==> src/rtl/cacheline_adaptor_pkg.sv <==
// Shared definitions for the cache-line / memory-burst adaptor.
//   LINE_W   : cache line width in bits
//   BURST_W  : memory beat width in bits
//   BEATS    : beats per cache line
//   state_t  : adaptor FSM state
package cacheline_adaptor_pkg;

    localparam int unsigned LINE_W   = 256;
    localparam int unsigned BURST_W  = 64;
    localparam int unsigned BEATS    = LINE_W / BURST_W;
    localparam int unsigned CNT_W    = $clog2(BEATS);

    // Low address bits dropped when aligning to a line boundary.
    localparam logic [31:0] LINE_MASK = ~32'(LINE_W / 8 - 1);

    typedef enum logic [1:0] {
        IDLE = 2'd0,
        RD   = 2'd1,
        WR   = 2'd2,
        DONE = 2'd3
    } state_t;

    // Bit offset of beat slot idx inside the line buffer.
    function automatic int unsigned slot_lo(input logic [CNT_W-1:0] idx);
        return 32'(idx) * BURST_W;
    endfunction

endpackage

==> src/rtl/cacheline_adaptor.sv <==
// Converts single-cycle cache line requests into 4-beat memory bursts.
//   clk, rst           : clock, synchronous active-high reset
//   line_i / line_o    : write-back line in / assembled fill line out
//   address_i          : cache line address (aligned internally)
//   read_i / write_i   : cache requests, held until resp_o
//   resp_o             : one-cycle completion pulse to the cache
//   burst_i / burst_o  : memory read beat in / memory write beat out
//   address_o          : line-aligned address to memory
//   read_o / write_o   : memory burst requests
//   resp_i             : memory beat strobe, one beat per high cycle
module cacheline_adaptor
    import cacheline_adaptor_pkg::*;
(
    input  logic               clk,
    input  logic               rst,
    input  logic [LINE_W-1:0]  line_i,
    output logic [LINE_W-1:0]  line_o,
    input  logic [31:0]        address_i,
    input  logic               read_i,
    input  logic               write_i,
    output logic               resp_o,
    input  logic [BURST_W-1:0] burst_i,
    output logic [BURST_W-1:0] burst_o,
    output logic [31:0]        address_o,
    output logic               read_o,
    output logic               write_o,
    input  logic               resp_i
);

    state_t             state;
    logic [CNT_W-1:0]   beat_cnt;
    logic [CNT_W-1:0]   next_cnt;
    logic               last_beat;
    logic [LINE_W-1:0]  line_buf;
    logic [31:0]        addr_reg;
    logic [BURST_W-1:0] burst_reg;

    assign next_cnt  = beat_cnt + CNT_W'(1);
    assign last_beat = (beat_cnt == CNT_W'(BEATS - 1));

    always_ff @(posedge clk) begin
        if (rst) begin
            state     <= IDLE;
            beat_cnt  <= '0;
            line_buf  <= '0;
            addr_reg  <= '0;
            burst_reg <= '0;
        end else begin
            case (state)
                IDLE: begin
                    // Write-back has priority over fill.
                    if (write_i) begin
                        line_buf  <= line_i;
                        addr_reg  <= address_i & LINE_MASK;
                        beat_cnt  <= '0;
                        burst_reg <= line_i[BURST_W-1:0];
                        state     <= WR;
                    end else if (read_i) begin
                        addr_reg  <= address_i & LINE_MASK;
                        beat_cnt  <= '0;
                        state     <= RD;
                    end
                end
                RD: begin
                    if (resp_i) begin
                        line_buf[slot_lo(beat_cnt) +: BURST_W] <= burst_i;
                        beat_cnt <= next_cnt;
                        if (last_beat) state <= DONE;
                    end
                end
                WR: begin
                    // burst_o is registered so it keeps the last beat after
                    // the burst; it is preloaded one slot ahead on each ack.
                    if (resp_i) begin
                        beat_cnt <= next_cnt;
                        if (last_beat) state <= DONE;
                        else burst_reg <= line_buf[slot_lo(next_cnt) +: BURST_W];
                    end
                end
                DONE: begin
                    state <= IDLE;
                end
                default: begin
                    state <= IDLE;
                end
            endcase
        end
    end

    assign read_o    = (state == RD);
    assign write_o   = (state == WR);
    assign resp_o    = (state == DONE);
    assign address_o = addr_reg;
    assign burst_o   = burst_reg;
    assign line_o    = line_buf;

endmodule

==> config.mk <==
export PLATFORM = sky130hd
export DESIGN_NAME = cacheline_adaptor
export DESIGN_NICKNAME = d
export VERILOG_FILES = /design/src/rtl/cacheline_adaptor_pkg.sv /design/src/rtl/cacheline_adaptor.sv
export SDC_FILE = /design/constraint.sdc
export NUM_CORES = 1
export LEC_CHECK = 0
export ABC_CLOCK_PERIOD_IN_PS = 3070
export CAP_MARGIN = 20
export CORE_AREA = 2 2 277 279
export CTS_BUF_LIST = sky130_fd_sc_hd__clkbuf_4
export CTS_CLUSTER_SIZE = 30
export DETAILED_ROUTE_END_ITERATION = 8
export DIE_AREA = 0 0 279 281
export DONT_BUFFER_PORTS = 1
export PLACE_DENSITY_LB_ADDON = 0.05
export SLEW_MARGIN = 20
export SYNTH_ARGS = -nofsm -noshare
export SYNTH_HDL_FRONTEND = slang
export SYNTH_SLANG_ARGS = --single-unit
==> constraint.sdc <==
create_clock -name clk -period 3.07 [get_ports clk]
set_input_delay 0.614 -clock clk [delete_from_list [all_inputs] [get_ports clk]]
set_output_delay 0.614 -clock clk [all_outputs]
set_load 0.01 [all_outputs]
# Word level (Yosys, flattened, before mapping)
# Index checks and enable logic that the tools add are counted.
# Widths: inputs -> output; s select.
[totals] reg_bits=356 latchBits=0 ramBits=0 mem_bits_ro=0 input_bits=357 memories=0
[classes] n_addsub=2 multipliers=0 n_div=0 magnitude_cmp=0 eq_ne=11 shift=3 muxes=19 n_bitwise=0 reduce_logical=11
[ops] operator="$mux 256" count=2
[ops] operator="$pmux 256 s2" count=1
[ops] operator="$bwmux 256" count=1
[ops] operator="$shift 64x34->256 const A" count=1
[ops] operator="$shiftx 256x9->64" count=1
[ops] operator="$shiftx 64x34->256" count=1
[ops] operator="$mux 64" count=3
[ops] operator="$pmux 64 s2" count=1
[ops] operator="$mux 32" count=2
[ops] operator="$neg 8->34" count=1
[ops] operator="$mux 2" count=7
[ops] operator="$reduce_and 3->1" count=3
[ops] operator="$ne 2x1->1 const B" count=4
[ops] operator="$reduce_bool 2->1" count=4
[ops] operator="$eq 2x2->1 const B" count=3
[ops] operator="$pmux 2 s3" count=1
[ops] operator="$ne 2x2->1 const B" count=2
[ops] operator="$pmux 2 s2" count=1
[ops] operator="$reduce_and 4->1" count=1
[ops] operator="$ne 3x3->1 const B" count=1
[ops] operator="$add 2x1->2 const B" count=1
[ops] operator="$eq 2x1->1 const B" count=1
[ops] operator="$logic_not 2->1" count=1
[ops] operator="$reduce_and 2->1" count=1
[ops] operator="$reduce_or 2->1" count=1

# Depth between registers and ports, before layout
[depth] ltp_word=5 ltp_mapped=12 depth_no_buf=6

# Worst setup path after synthesis
# No wires, ideal clock.
[synth_path] kind="reg2reg" startpoint="reg beat_cnt[0]" endpoint="reg line_buf[12], in the netlist line_o[12]" arrival_ns=2.455 t_required_ns=2.996 slack_ns=0.541 stages_incl_launch_ff=11 synth_period_minus_slack_ns=2.529 path_cell_list="dfxtp_1 buf_4 buf_4 buf_2 inv_1 ha_1 buf_2 nor4_4 buf_6 a221oi_2 nor3_2"
[synth_between] elab_chain_cells=5 word_cells_on_any_way=6
[synth_lines] item="start, declared" line="cacheline_adaptor.sv:31" rtl="logic [CNT_W-1:0] beat_cnt;"
[synth_lines] item="start signal, assigned" line="cacheline_adaptor.sv:67" rtl="beat_cnt <= next_cnt;"
[synth_lines] item="start signal, assigned" line="cacheline_adaptor.sv:75" rtl="beat_cnt <= next_cnt;"
[synth_lines] item="$neg 8->34 (*)" line="cacheline_adaptor.sv:66" rtl="line_buf[slot_lo(beat_cnt) +: BURST_W] <= burst_i;"
[synth_lines] item="$shiftx 64x34->256 or $shift 64x34->256 (tied branches)" line="cacheline_adaptor.sv:66"
[synth_lines] item="$bwmux 256 (*)" line="cacheline_adaptor.sv:66"
[synth_lines] item="$mux 256 (*)" line="cacheline_adaptor.sv:65" rtl="if (resp_i) begin"
[synth_lines] item="$pmux 256 s2 (*)" line="cacheline_adaptor.sv:49" rtl="case (state)"
[synth_lines] item="end signal, assigned" line="cacheline_adaptor.sv:53" rtl="line_buf <= line_i;"
[synth_lines] item="end signal, assigned by index" line="cacheline_adaptor.sv:66"
[synth_lines] item="end, declared" line="cacheline_adaptor.sv:34" rtl="logic [LINE_W-1:0] line_buf;"
# Mark *: on every way between the ends. The rest lies on a longest branch, timed or not. The select of a mux whose other input is x is not followed.
# A chain may end at the register's enable or synchronous reset.

# Worst setup path in the final report
[layout_path] startpoint="reg state[0]" endpoint="reg burst_reg[38], in the netlist burst_o[38]"
[layout_between] elab_chain_cells=3 word_cells_on_any_way=8
[layout_lines] item="start, declared" line="cacheline_adaptor.sv:30" rtl="state_t state;"
[layout_lines] item="start signal, assigned" line="cacheline_adaptor.sv:43" rtl="state <= IDLE;"
[layout_lines] item="start signal, assigned" line="cacheline_adaptor.sv:57" rtl="state <= WR;"
[layout_lines] item="start signal, assigned" line="cacheline_adaptor.sv:61" rtl="state <= RD;"
[layout_lines] item="$eq 2x2->1 or $logic_not 2->1 (tied branches)" line="cacheline_adaptor.sv:49"
[layout_lines] item="$ne 2x2->1 (no line) (tied with other cells)"
[layout_lines] item="$reduce_and 4->1 (no line)"
[layout_lines] item="end signal, assigned" line="cacheline_adaptor.sv:56" rtl="burst_reg <= line_i[BURST_W-1:0];"
[layout_lines] item="end signal, assigned" line="cacheline_adaptor.sv:77" rtl="else burst_reg <= line_buf[slot_lo(next_cnt) +: BURST_W];"
[layout_lines] item="end, declared" line="cacheline_adaptor.sv:36" rtl="logic [BURST_W-1:0] burst_reg;"
# Several ways; a longest one is shown, not always the timed one.

==> impl_metrics.env <==
export IMPL_status="finished, violations left"
export IMPL_violations="hold timing"
export IMPL_finalHoldViolCount=43
export IMPL_endpoint_kind="flop"
export IMPL_reg2reg_depth=7
export IMPL_worstReg2RegEnd="burst_o[38]"
export IMPL_initial_utilization_pct=25.65
export IMPL_grt_ovfl_total=0
export IMPL_ys_seq_area_share_pct=36.31
export IMPL_critPathLaunchType="flop"
export IMPL_crit_fanout=40
export IMPL_synth_area_mux_share_pct=7.002
export IMPL_worstPathArrival_ns=3.73
export IMPL_die_w_um=279
export IMPL_hp_class="primary input to flop"
export IMPL_rows=101
export IMPL_area_growth_pct=30.42
export IMPL_synth_cell_types=35
export IMPL_routed_wl_mm=99.42
export IMPL_cts_made_buffers=109
export IMPL_ios=712
export IMPL_slew_headroom_pct=31.43
export IMPL_cts_htree_levels=3
export IMPL_worstMarginPinSlew_ns=1.029
export IMPL_layout_drive_gt1_share_pct=30.93
export IMPL_nets=2628
export IMPL_grt_pass1_wl_mm=139.0
export IMPL_final_cell_mix="dlygate4sd3_1, dfxtp_1, nor2_1, a221oi_2, nor3_2"
export IMPL_yosys_warnings=0
export IMPL_required_ns=3.89
export IMPL_max_cap_viol_count=0
export IMPL_cts_root_buf="clkbuf_4"
export IMPL_synth_compound_area_share_pct=22.82
export IMPL_yosys_area_share_simple_pct=26.27
export IMPL_netlist_area_um2=19350
export IMPL_clk_pin_slew_ns=0.06
export IMPL_p_leak_nw=9.320
export IMPL_cts_sinks=351
export IMPL_r2r_slack_ns=0.16
export IMPL_grt_use_total_pct=24.27
export IMPL_fin_skew_ns=0.08710
export IMPL_dpl_cell_area_um2=20050
export IMPL_clockBufferDepth=3
export IMPL_syn_avg_cell_area_um2=10.09
export IMPL_antenna_found_initial=3
export IMPL_setup_violations=0
export IMPL_synth_adder_area_share_pct=0.6465
export IMPL_drcViolationCount=0
export IMPL_fmax_mhz=343.4
export IMPL_timing_final_crit_period_ns=2.912
export IMPL_synth_seq_cells=351
export IMPL_finalInstanceArea_um2=25240
export IMPL_startpoint="state[0]"
export IMPL_endpoint="burst_o[38]"
export IMPL_portBuffers=0
export IMPL_finalMaxSlewViolations=0
export IMPL_synth_top_family_by_area="simple AND/OR/NAND/NOR gates"
export IMPL_clk_latency_ns=0.91
export IMPL_drt_pass1_iter_count=5
export IMPL_ant_nets=0
export IMPL_wl_per_cell_um=29.97
export IMPL_setup_tns_ns=0
export IMPL_cts_tree="built"
export IMPL_register_area_um2=7030
export IMPL_timing_rr_start="state[0]"
export IMPL_period_share_pct=94.85
export IMPL_fp_dieArea_um2=78400
export IMPL_netlist_instances=1918
export IMPL_drtIter0Drc=959
export IMPL_grt_max_degree=352
export IMPL_fillers=7849
export IMPL_whs_ns=-0.1485
export IMPL_mostFrequentLayoutCell="dlygate4sd3_1"
export IMPL_finish_utilization_pct=33.45
export IMPL_ir_drop_v=0.0004472
export IMPL_worstSetupPathType="flop to flop"
export IMPL_synthXorXnorAreaFrac_pct=0
export IMPL_viasPerCell=5.310
export IMPL_grt_pass1_vias=18540
export IMPL_via_count=17610
export IMPL_gp_congestion=0.8378
export IMPL_core_area_um2=75440
export IMPL_dp_hpwl_mm=62.78
export IMPL_die_h_um=281
export IMPL_multiInputGateArea_um2=11110
export IMPL_power_density_nw_per_um2=1061
flip-flops by register name, summed over array words and instances (netlist names):
name / count
line_o: 256
beat_cnt: 2
burst_o: 64
address_o: 27
state: 2
area by class of cell:
class                   count  area share (%)
flip-flops and latches    351           27.86
inverters                   6          0.1190
diodes                      5         0.04957
clock inverters            26          0.4660
multi-input cells        1359           44.01
well taps                 978           4.848
repair buffers            434           17.96
clock buffers             158           4.700
layer usage:
metal  vias to the layer above  share of wire, %  track usage (%)
met5                         -             0.016                0
met1                      8852                39            27.63
li1                       7885                 -                -
met2                       706                50            42.70
met3                       168               8.2            8.346
met4                         2               2.6            7.224
cell usage after synthesis (all sizes together):
cell    count  area share (%)
nor3      384              16
dfxtp     351              36
nor2      328             6.4
a221oi    256              19
mux2i     133             6.9
buf       119             5.0
clkbuf     87             1.8
nor2b      66             2.1
nand2      64             1.2
o22ai      64             2.1
a21oi      33             1.1
ha         10            0.65
inv         6            0.12
a21o        5            0.19
a211oi      2           0.078
nand2b      2           0.065
nor4        2            0.22
a22oi       1           0.039
conb        1           0.019
mux2        1           0.058
nand3b      1           0.058
nor3b       1           0.039
o21ai       1           0.026
kinds of logic (layout without fill, tap and decap cells):
| group | after synthesis | in the layout |
|---|---|---|
| buf+inv | 212 | 624 |
| compound gates | 362 | 362 |
| mux | 134 | 134 |
| fa+ha+maj | 10 | 10 |
| other cells | 1 | 10 |
| simple gates | 848 | 848 |
| flops | 351 | 351 |
worst min-delay path by stage:
stage	start	endpoint	slack (ns)	cells after the start
2_1_floorplan	address_o[10]	address_o[10]	0.48	2
4_1_cts	rst	line_o[43]	-0.27	1
6_report	rst	line_o[35]	-0.15	1
5_1_grt	rst	line_o[35]	-0.31	1
3_3_place_gp	address_o[31]	address_o[31]	0.49	2
3_5_place_dp	address_o[17]	address_o[17]	0.50	2
worst max-delay path, stage by stage, from the launching register on:
cell and delay [ns]:
dfxtp_1 0.34, inv_1 0.13, ha_2 0.36, mux2i_1 0.40
a21o_4 0.62, nor3_1 0.22, nor3_1 0.21, dlygate4sd3_1 0.56
power breakdown:
group | leakage, nW | total [W] | switching [W] | internal, W
Clock | 0.782 | 0.00462 | 0.00229 | 0.00234
Combinational | 5.63 | 0.0121 | 0.00695 | 0.00511
Sequential | 2.90 | 0.0101 | 0.00351 | 0.00658
Total | 9.32 | 0.0268 | 0.0127 | 0.0140
repair_timing:
action / 4_1_cts / 5_1_grt
hold buffers: 348 / 33
resized for setup: 0 / 2
setup buffers: 0 / 2
endpoints found under the setup margin: 0 / 181
hold endpoints to repair: 351 / 147
metrics by stage:
stage,std cells,total power [W],hold slack (ns),setup WS [ns]
3_5_place_dp,2744,0.02041,0.4987,0.2391
2_1_floorplan,1922,0.01660,0.4805,0.5405
4_1_cts,3276,0.02681,-0.2658,0.01892
5_1_grt,3317,0.02847,-0.3076,-0.02423
6_report,3317,0.02677,-0.1485,0.1580
3_3_place_gp,2744,0.02025,0.4945,0.3209
No activity file was read; power rests on OpenSTA's default activity.
